File: src/rtl/wimax_fec_pkg.sv
// Shared constants, state type and encoder tap function for the WiMAX FEC chain.
// Encoder state is {s1..s6} with s1 in the MSB, so {b, state} lines up with the octal generators.
package wimax_fec_pkg;

  localparam int N_IN  = 96;
  localparam int N_OUT = 2 * N_IN;

  localparam logic [6:0] G1 = 7'o171;
  localparam logic [6:0] G2 = 7'o133;

  typedef logic [5:0] cc_state_t;

  typedef enum logic {
    IDLE,
    ENCODE
  } enc_fsm_t;

  function automatic logic cc_out(
    input logic       b,
    input cc_state_t  s,
    input logic [6:0] poly
  );
    return ^(poly & {b, s});
  endfunction

endpackage

File: src/rtl/cc_core.sv
// K=7 shift register with X/Y generation; load overrides shift.
// Ports: clk, reset, load/load_state (tail-biting init), shift, d (current bit), x, y.
module cc_core
  import wimax_fec_pkg::*;
(
  input  logic      clk,
  input  logic      reset,
  input  logic      load,
  input  cc_state_t load_state,
  input  logic      shift,
  input  logic      d,
  output logic      x,
  output logic      y
);

  cc_state_t st;

  always_ff @(posedge clk) begin
    if (reset) begin
      st <= '0;
    end else if (load) begin
      st <= load_state;
    end else if (shift) begin
      st <= {d, st[5:1]};
    end
  end

  assign x = cc_out(d, st, G1);
  assign y = cc_out(d, st, G2);

endmodule

File: src/rtl/cc_tailbite_encoder.sv
// Rate-1/2 K=7 tail-biting encoder, double-banked serial input, addressed serial output.
// Ports: clk, reset, in_bit/in_valid/in_ready, out_bit/out_addr/out_valid/out_ready, block_done.
module cc_tailbite_encoder
  import wimax_fec_pkg::*;
#(
  parameter int ADDR_W = 9
) (
  input  logic              clk,
  input  logic              reset,
  input  logic              in_bit,
  input  logic              in_valid,
  output logic              in_ready,
  output logic              out_bit,
  output logic [ADDR_W-1:0] out_addr,
  output logic              out_valid,
  input  logic              out_ready,
  output logic              block_done
);

  localparam int IW = $clog2(N_IN);
  localparam logic [IW-1:0] LAST = IW'(N_IN - 1);

  logic [1:0][N_IN-1:0] bank;
  logic [1:0]           full;
  logic                 fill_sel;
  logic                 enc_sel;
  logic [IW-1:0]        load_ptr;
  logic [IW-1:0]        bit_idx;
  logic                 phase;
  enc_fsm_t             fsm;
  enc_fsm_t             fsm_n;

  logic      in_xfer;
  logic      last_in;
  logic      out_xfer;
  logic      last_out;
  logic      load;
  logic      src;
  logic      bypass;
  cc_state_t ld_state;
  logic      d;
  logic      x;
  logic      y;

  assign in_ready   = !reset && !full[fill_sel];
  assign in_xfer    = in_valid && in_ready;
  assign last_in    = in_xfer && (load_ptr == LAST);
  assign out_valid  = (fsm == ENCODE);
  assign out_xfer   = out_valid && out_ready;
  assign last_out   = out_xfer && phase && (bit_idx == LAST);
  assign block_done = last_out && !reset;
  assign out_addr   = ADDR_W'({bit_idx, phase});
  assign d          = bank[enc_sel][bit_idx];
  assign out_bit    = out_valid && (phase ? y : x);

  // A bank completing this cycle still has b[95] on in_bit only.
  assign bypass   = last_in && (fill_sel == src);
  assign ld_state = bypass ? {in_bit, bank[src][N_IN-2 -: 5]}
                           : bank[src][N_IN-1 -: 6];

  always_comb begin
    fsm_n = fsm;
    load  = 1'b0;
    src   = fill_sel;
    unique case (fsm)
      IDLE: begin
        if (last_in) begin
          fsm_n = ENCODE;
          load  = 1'b1;
        end
      end
      ENCODE: begin
        if (last_out) begin
          src = ~enc_sel;
          if (full[src] || (last_in && (fill_sel == src))) begin
            load = 1'b1;
          end else begin
            fsm_n = IDLE;
          end
        end
      end
      default: fsm_n = IDLE;
    endcase
  end

  always_ff @(posedge clk) begin
    if (in_xfer) begin
      bank[fill_sel][load_ptr] <= in_bit;
    end
  end

  always_ff @(posedge clk) begin
    if (reset) begin
      full     <= '0;
      fill_sel <= 1'b0;
      enc_sel  <= 1'b0;
      load_ptr <= '0;
      bit_idx  <= '0;
      phase    <= 1'b0;
      fsm      <= IDLE;
    end else begin
      fsm <= fsm_n;
      if (in_xfer) begin
        load_ptr <= last_in ? '0 : load_ptr + 1'b1;
        if (last_in) begin
          fill_sel <= ~fill_sel;
        end
      end
      if (load) begin
        enc_sel <= src;
      end
      if (load || last_out) begin
        bit_idx <= '0;
        phase   <= 1'b0;
      end else if (out_xfer) begin
        phase <= ~phase;
        if (phase) begin
          bit_idx <= bit_idx + 1'b1;
        end
      end
      // Enc bank is full and fill bank is not, so these never collide.
      if (last_out) begin
        full[enc_sel] <= 1'b0;
      end
      if (last_in) begin
        full[fill_sel] <= 1'b1;
      end
    end
  end

  cc_core u_core (
    .clk        (clk),
    .reset      (reset),
    .load       (load),
    .load_state (ld_state),
    .shift      (out_xfer && phase),
    .d          (d),
    .x          (x),
    .y          (y)
  );

endmodule
File: config.mk
export PLATFORM = sky130hd
export DESIGN_NAME = cc_tailbite_encoder
export DESIGN_NICKNAME = d
export VERILOG_FILES = /design/src/rtl/wimax_fec_pkg.sv /design/src/rtl/cc_core.sv /design/src/rtl/cc_tailbite_encoder.sv
export SDC_FILE = /design/constraint.sdc
export NUM_CORES = 1
export LEC_CHECK = 0
export CAP_MARGIN = 25
export CORE_MARGIN = 2
export CORE_UTILIZATION = 55
export CTS_BUF_LIST = sky130_fd_sc_hd__clkbuf_4
export DETAILED_ROUTE_END_ITERATION = 7
export GPL_ROUTABILITY_DRIVEN = 0
export PLACE_DENSITY = 0.72
export SYNTH_ARGS = -nofsm -noshare
export SYNTH_HDL_FRONTEND = slang
export SYNTH_SLANG_ARGS = --single-unit
File: constraint.sdc
create_clock -name clk -period 4.4 [get_ports clk]
set_clock_uncertainty 0.2 [all_clocks]
set_input_delay 0.88 -clock clk [delete_from_list [all_inputs] [get_ports clk]]
set_output_delay 0.88 -clock clk [all_outputs]
set_load 0.01 [all_outputs]
Word level (Yosys, flattened, before mapping). Index checks and enable logic that the tools add are counted. W data, S select, Z words.

$add $sub $neg: 2. $mul: 0. Divide/modulo/power cells: 0. $lt $le $gt $ge: 9. Equal/unequal tests: 4. Shifts and indexed selects: 0. Mux-type cells: 35. Bitwise operators: 7. Reduce and logical (&&, ||, !) cells: 23.

Operators with widths (number): $mux W96 (5); $bwmux W192 (1); $demux W96 S1 (1); $mux W6 (3); $lt A7 B8 Y1 const B (2); $mux W1 (15); $add A7 B1 Y7 const B (2); $eq A7 B7 Y1 const B (2); $reduce_xor A7 Y1 (2); $logic_and A1 B1 Y1 (13); $lt A1 B2 Y1 const B (4); $bmux W1 S7 (1); $demux W1 S7 (1); $ge A7 B1 Y1 const B (1); $mux W7 (1); $mux W2 (3); $not A1 Y1 (4); $pmux W1 S2 (2); $reduce_and A2 Y1 (2); $and A2 B2 Y2 (1); $demux W1 S1 (2); $eq A1 B1 Y1 (2); $ge A1 B1 Y1 const B (2); $logic_not A1 Y1 (2); 5 further kinds (6).

Register bits after elaboration: 218. Bits in latches: 0. RAM bits: 0. Memory bits (read-only): 0. Output and inout bits: 13. Logic and storage cells: 90. Memories: 0.

Longest topological paths before layout.
Word-level depth: 13. Mapped depth: 12. Depth with buffers taken out: 7.

Cells and area by module. From an unflattened synthesis, not the netlist that was laid out.

Cells, all modules: 743. Area, all modules: 9912.0 um^2.

By module, submodules not included: cc_tailbite_encoder (instances 1, cells each 714, area an instance 9567.9 um^2); cc_core (instances 1, cells each 29, area an instance 344.1 um^2).

Worst setup path after synthesis. No wires, ideal clock.

Path kind: register to output. Start: register bit_idx[0]. End: output port out_bit. Arrival: 2.549 ns. Setup slack: 0.771 ns. Stages on the path, launching flop included: 9. Cell sequence: dfxtp_1 -> buf_4 -> buf_2 -> mux4_2 -> mux4_2 -> a21boi_0 -> a41oi_1 -> o311a_2 -> o31ai_1.

Longest elaborated chain between the ends: 5. Elaborated cells between the ends (all ways): 6.

Ends and longest elaborated chain: from (decl) (line cc_tailbite_encoder.sv:28) `logic [IW-1:0] bit_idx;`; from (signal assigned) (line cc_tailbite_encoder.sv:118) `bit_idx <= bit_idx + 1'b1;`; $bmux W1 S7 * (line cc_tailbite_encoder.sv:53) `assign d = bank[enc_sel][bit_idx];`; $mux W1 (not written as such) * (line cc_tailbite_encoder.sv:53); $reduce_xor A7 Y1 (line wimax_fec_pkg.sv:23) `return ^(poly & {b, s});`; $mux W1 * (line cc_tailbite_encoder.sv:54) `assign out_bit = out_valid && (phase ? y : x);`; $logic_and A1 B1 Y1 * (line cc_tailbite_encoder.sv:54); to (decl) (line cc_tailbite_encoder.sv:13) `output logic out_bit,`.

Mark *: on every way between the ends. The rest lies on a longest branch, timed or not. The select of a mux whose other input is x is not followed.

Worst setup path in the final report.
Start: register enc_sel. End: output port out_bit.

Longest elaborated chain between the ends: 7. Elaborated cells between the ends (all ways): 8.

Ends and longest elaborated chain: from (decl) (line cc_tailbite_encoder.sv:26) `logic enc_sel;`; from (signal assigned) (line cc_tailbite_encoder.sv:110) `enc_sel <= src;`; $mux W96 (not written as such) * (2 in series) (line cc_tailbite_encoder.sv:53); $bmux W1 S7 * (line cc_tailbite_encoder.sv:53); $mux W1 (not written as such) * (line cc_tailbite_encoder.sv:53); $reduce_xor A7 Y1 (line wimax_fec_pkg.sv:23); $mux W1 * (line cc_tailbite_encoder.sv:54); $logic_and A1 B1 Y1 * (line cc_tailbite_encoder.sv:54).

Marked as above.

==> results_dict.tcl <==
set metrics [dict create \
    syn_nets 761 \
    clock-sinks 218 \
    synthArstFlopShare 0 \
    rsz0062_at_grt "yes" \
    portBuffers 16 \
    path_cells "buf_12 -> mux4_2 -> mux4_2 -> a21boi_2 -> a41oi_2 -> o311a_4 -> o211ai_1 -> o31ai_2 -> buf_2" \
    yosys-top-cells-area "edfxtp_1 58%, nor2_1 8.4%, mux4_2 7.0%" \
    p_leak_nw 3.46 \
    first_global_vias 6495 \
    antenna_found_initial 1 \
    worst_slew_pin_slew_ns 0.975 \
    hpwl_mm 14.2 \
    slew_violations 0 \
    arrival_ns 3.25 \
    ys_seq_elements 218 \
    grt_pass1_wl_mm 36.5 \
    path_delay_family "multiplexers" \
    drtAntennaViolNets 0 \
    first_pass_iters 5 \
    worstSetupPathType "reg -> out" \
    finalSetupViolCount 0 \
    die_x_um 139 \
    finalCritPeriodShare 0.985 \
    path_common_cell "mux4_2" \
    clk_pin_slew_ns 0.07 \
    fmax_mhz 231 \
    dpl_cell_area_mm2 0.0103 \
    max_slew_margin 0.348 \
    vdd_drop_max_uv 191 \
    grt_max_degree 110 \
    overflow 0 \
    grt_use_total 0.248 \
    final_core_util 0.625 \
    r2r_slack_ns 1.23 \
    crit_path_top_delay_cell "mux4_2" \
    cap_violations 0 \
    drive_gt1_frac 0.213 \
    wl_mm 23.4 \
    startpoint_type "flop" \
    dieArea_mm2 0.0192 \
    ys_types 54 \
    synthFlopType "edfxtp_1" \
    cts_made_buffers 53 \
    yosysSeqAreaShare 0.632 \
    worst_path_largest_cell_delay_ns 0.48 \
    initial_core_util 0.558 \
    period_needed_ns 4.33 \
    yosysTopAreaCell "edfxtp_1" \
    path_buf_inv 2 \
    postCtsHoldBufs 0 \
    clk_path_buf_depth 3 \
    crit_required_ns 3.32 \
    cts_tree "yes" \
    ios 18 \
    min_path_type "reg -> reg" \
    initialDrtViolationCount 762 \
    worstPathMaxFanout 8 \
    routedWlPerCell_um 22.0 \
    drc 0 \
    status "finished, final reports clean" \
    hold_violations 0 \
    clk_latency_ns 0.67 \
    root_buffer "clkbuf_4" \
    via_per_inst 6.20 \
    power.total_mw 3.94 \
    vias 6603 \
    synth_enable_flop_cells 192 \
    cts_max_level 2 \
    netlist.area_leader.share 0.579 \
    core_mm2 0.0178 \
    synthesis.area_mm2 0.00995 \
    final_cell_area_mm2 0.0112 \
    whs_ns 0.266 \
    area_growth_pct 12.1 \
    tns_ns 0 \
    synth_cells 754 \
    nNetsFinal 806 \
    synth.avg_cell_area_um2 13.2 \
    crit_path_end_kind "primary output" \
    yosys_warnings 0 \
    die_h_um 139 \
    power_density_mw_per_mm2 353 \
    rows 49 \
]
final timing paths:
kind | start | cells past startpoint | end
max | enc_sel | 9 | out_bit
min | u_core.st[2] | 2 | u_core.st[1]
max reg2reg | fill_sel | 6 | bank[82]
min reg2reg | u_core.st[2] | 2 | u_core.st[1]
what timing repair did:
action	in CTS	in global routing
buffers inserted	4	4
setup endpoints to repair	1	1
gates cloned	1	1
resized for setup	18	14
pin swaps	4	7
cells by family (layout without fill, tap and decap cells):
kind of cell             count (synthesis)  after routing  synth area share
AO/OA/AOI/OAI                           61             61            0.0440
XOR/XNOR                                13             13            0.0114
adder cells (fa/ha/maj)                  2              2           0.00251
buffers and inverters                   70            151            0.0339
flip-flops                             218            218             0.632
multiplexers                            70             70             0.141
other                                    1              2          0.000377
AND/OR/NAND/NOR                        319            319             0.135
power by group:
group	total [mW]	internal, mW	switching [mW]	leakage (nW)
logic	0.0568	0.0127	0.0441	1.13
clock network	1.64	0.851	0.787	0.392
registers	2.25	2.25	0.00254	1.94
total	3.94	3.11	0.834	3.46
worst min-delay path, stage by stage, from the launching register on:
cell	delay (ns)
dfxtp_1	0.32
nand2_1	0.05
a21oi_1	0.05
cells in the mapped netlist, types with 3 or more instances:
cell       count
nor2_1       223
nand3b_1       4
o211ai_1       7
buf_4          6
mux2_2         6
o21ai_0        7
xor2_1         5
nand4_1        9
and2_1         4
a311oi_1       4
dfxtp_1       26
nand2b_1       3
a2bb2oi_1      5
a211oi_1       6
nand3_1       14
clkbuf_1      40
edfxtp_1     192
buf_1          3
a21oi_1       13
mux2i_1       14
mux4_2        31
nand2_1       32
buf_2         10
nor3_1         9
nor2b_1       12
and3_1         3
mux4_1        19
xnor2_1        8
inv_1          8
registers in the layout, summed over array words and instances (netlist names):
register and cells:
enc_sel 1, fill_sel 1, full 2, bit_idx 7
out_valid 1, bank 192, load_ptr 7, u_core.st 6
phase 1
metrics by stage:
stage                     cells  worst slack (ns)
after floorplan             754             0.771
after global placement      964             0.219
after detailed placement    964            0.0974
after CTS                  1060           0.00279
after global routing       1065           -0.0317
final                      1065            0.0657
per-layer routing:
metal,vias up,track usage,part of all wire
met5,-,0,0
met2,340,0.391,0.47
met4,0,0.103,0.030
met1,3302,0.340,0.41
met3,61,0.0565,0.092
li1,2900,-,-
layout make-up:
| class | count | area, um2 |
|---|---|---|
| diodes | 1 | 2.50 |
| clock buffers | 76 | 571 |
| clock inverters | 15 | 93.8 |
| fillers | 1322 | 6680 |
| inverters | 8 | 30.0 |
| multi-input cells | 466 | 3370 |
| flip-flops and latches | 218 | 6290 |
| well taps | 229 | 287 |
| repair buffers | 52 | 514 |
cells in the final DEF, fill, tap and decap left out, drive strengths merged, types with 14 or more instances in the layout:
| cell type | count |
|---|---|
| nor2 | 223 |
| edfxtp | 192 |
| clkbuf | 77 |
| mux4 | 50 |
| buf | 37 |
| nand2 | 32 |
| dfxtp | 26 |
| nand3 | 14 |
| mux2i | 14 |
| clkdlybuf4s50 | 14 |
(Power assumes the default switching activity.)
==> variant: new RTL, config.mk and constraints unchanged <==
Set the package constant `N_IN` to 144 (it was 96).
--- a/src/rtl/wimax_fec_pkg.sv
+++ b/src/rtl/wimax_fec_pkg.sv
@@ -3,5 +3,5 @@
 package wimax_fec_pkg;
 
-  localparam int N_IN  = 96;
+  localparam int N_IN  = 144;
   localparam int N_OUT = 2 * N_IN;
 
Function: no difference found for any inputs over 10 cycles, from zero or initial values and one cycle with reset high; that may be too few to reach the edited logic, so the function may still have changed.
==> variant against the original RTL <==
The run now ends with negative setup slack left. Sequential cell count grew 98. Register-to-register slack lost 0.14 ns. Power grew 47%. Hold slack gained 0.045 ns. Combinational power grew 47%. Wire length grew 40%. Design area grew 44%. Area after synthesis grew 42%. Worst setup slack lost 0.076 ns. Sequential share of layout area grew 1.2 points. Critical path type unchanged.
==> variant: results (changes against the original RTL) <==
Biggest regs -> bank x288, bit_idx x8, load_ptr x8
Buffering overhead -> 4.94% (+0.33 points)
Non-clock buffer count -> 68 (+31%)
Final worst setup slack -> -0.0102 ns (-0.0759 ns)
Clk_buf instances -> 127 (+67%)
Crit path max-delay family -> compound AO/OA/AOI/OAI gates
Critical Path AT -> 3.33 ns (+0.08 ns)
Worst vdd ir -> 0.000242 V (+27%)
Least-Margin Pin Slew -> 1.09 ns (+0.110 ns)
Failing checks -> negative setup slack
DRT iter0 DRCs -> 1156 (+52%)
Status -> finished with violations
Fillers -> 1880 (+42%)
Post-Place Cells -> 1347 (+40%)
H-tree lvl count -> 3 (+1)
DR pass1 iterations -> 5 (unchanged)
Clock buf/inv share -> 6.34% (+0.38 points)
Synth Cell Area -> 0.0141 mm² (+42%)
Hold Slack -> 0.311 ns (+0.0447 ns)
Final nets -> 1130 (+40%)
Hold path startpoint -> full[0]
Flop-to-flop setup slack -> 1.09 ns (-0.14 ns)
Num CTS Buffers -> 81 (+53%)
Area after DPL -> 0.0146 mm² (+41%)
Seq/Total Area, Yosys -> 65.2% (+2.1 points)
WL met1 -> 13.0 mm (+37%)
DR WL met2 -> 16.0 mm (+45%)
Metal3 WL -> 2.92 mm (+35%)
Hold Path End -> full[0]
Synthesized instance count -> 1048 (+39%)
R2R cell count -> 9 (+3)
Yosys cell types -> 52 (-3.7%)
Multi-In Gates -> 644 (+38%)
FF/Latch Area -> 0.00922 mm² (+46%)
LEAKAGE -> 4.93 nW (+43%)
Most frequent cells after synthesis -> nor2_1 (318), edfxtp_1 (288), mux4_2 (60), nand2_1 (51), clkbuf_1 (49)
Largest net degree at the start of global routing -> 127 (+15%)
Vias in the first global route -> 9080 (+40%)
DP HPWL -> 19.0 mm (+34%)
Post-DR wirelength/cell -> 21.7 µm (-1.2%)
Synth area leaders -> edfxtp_1 (61%), mux4_2 (9.6%), nor2_1 (8.5%), dfxtp_1 (4.0%), mux2i_1 (3.3%)
Seq cells -> 316 (+45%)
Drc violations -> 0 (unchanged)
Power Density -> 363 mW/mm² (+2.7%)
Total routed wirelength -> 32.8 mm (+40%)
Post-synth EDFFs -> 288 (+50%)
Crit Path Max Fanout -> 7 (-1)
Final setup fails -> 1 (+1)
Initial antenna violation count -> 2 (+1)
GR Util All Layers -> 25.2% (+0.41 points)
Later-pin clock latency in the skew report -> 0.71 ns (+0.04 ns)
Global-route wire length before repair -> 50.5 mm (+39%)
Inverter count -> 9 (+1)
Setup TNS -> -0.0102 ns (-0.0102 ns)
IO buf count -> 17 (+1)
Critical R2R Launch -> load_ptr[0]
variant: cell types whose count changed in the layout (fill, tap and decap cells not counted), sizes merged, moves of 8 or more:
cell	change
a22oi	+8
buf	+14
clkbuf	+50
edfxtp	+96
mux2i	+33
mux4	+14
nand2	+19
nor2	+95
variant: tightest hold or removal path: stages, from the launching register on:
cell and delay [ns]:
dfxtp_1 0.32, o21ai_0 0.08, a21oi_1 0.06
variant: kinds of logic after synthesis:
group                    share of synthesized area [%]
AND/OR/NAND/NOR                                   13.0
flip-flops                                        65.2
multiplexers                                      13.9
buffers and inverters                             3.14
AO/OA/AOI/OAI                                     3.16
XOR/XNOR                                          1.12
adder cells (fa/ha/maj)                          0.443
variant: worst max path at each step:
| stage | startpoint | to | slack (ns) | cells past startpoint |
|---|---|---|---|---|
| 2_1_floorplan | bit_idx[0] | out_bit | 0.77 | 9 |
| 3_3_place_gp | bit_idx[0] | out_bit | 0.03 | 10 |
| 3_5_place_dp | bit_idx[0] | out_bit | 0.06 | 10 |
| 4_1_cts | enc_sel | out_bit | 0.005 | 9 |
| 5_1_grt | enc_sel | out_bit | -0.15 | 11 |
| 6_report | bit_idx[0] | out_bit | -0.01 | 11 |
variant: where the power goes:
group / switching, mW / internal [mW]
clock network: 1.15 / 1.30
logic: 0.0662 / 0.0175
registers: 0.00164 / 3.27
variant: metal layers:
| layer | global-route usage [%] | up-vias |
|---|---|---|
| li1 | - | 4030 |
| met1 | 33.3 | 4482 |
| met2 | 40.7 | 430 |
| met3 | 6.52 | 73 |
| met4 | 9.49 | 0 |
| met5 | 0 | - |
variant: repair_timing:
item | in CTS | in global routing
endpoints found under the setup margin | 1 | 1
buffers inserted | 14 | 0
gates resized for setup | 31 | 0
gates cloned | 4 | 0
pin swaps | 9 | 1
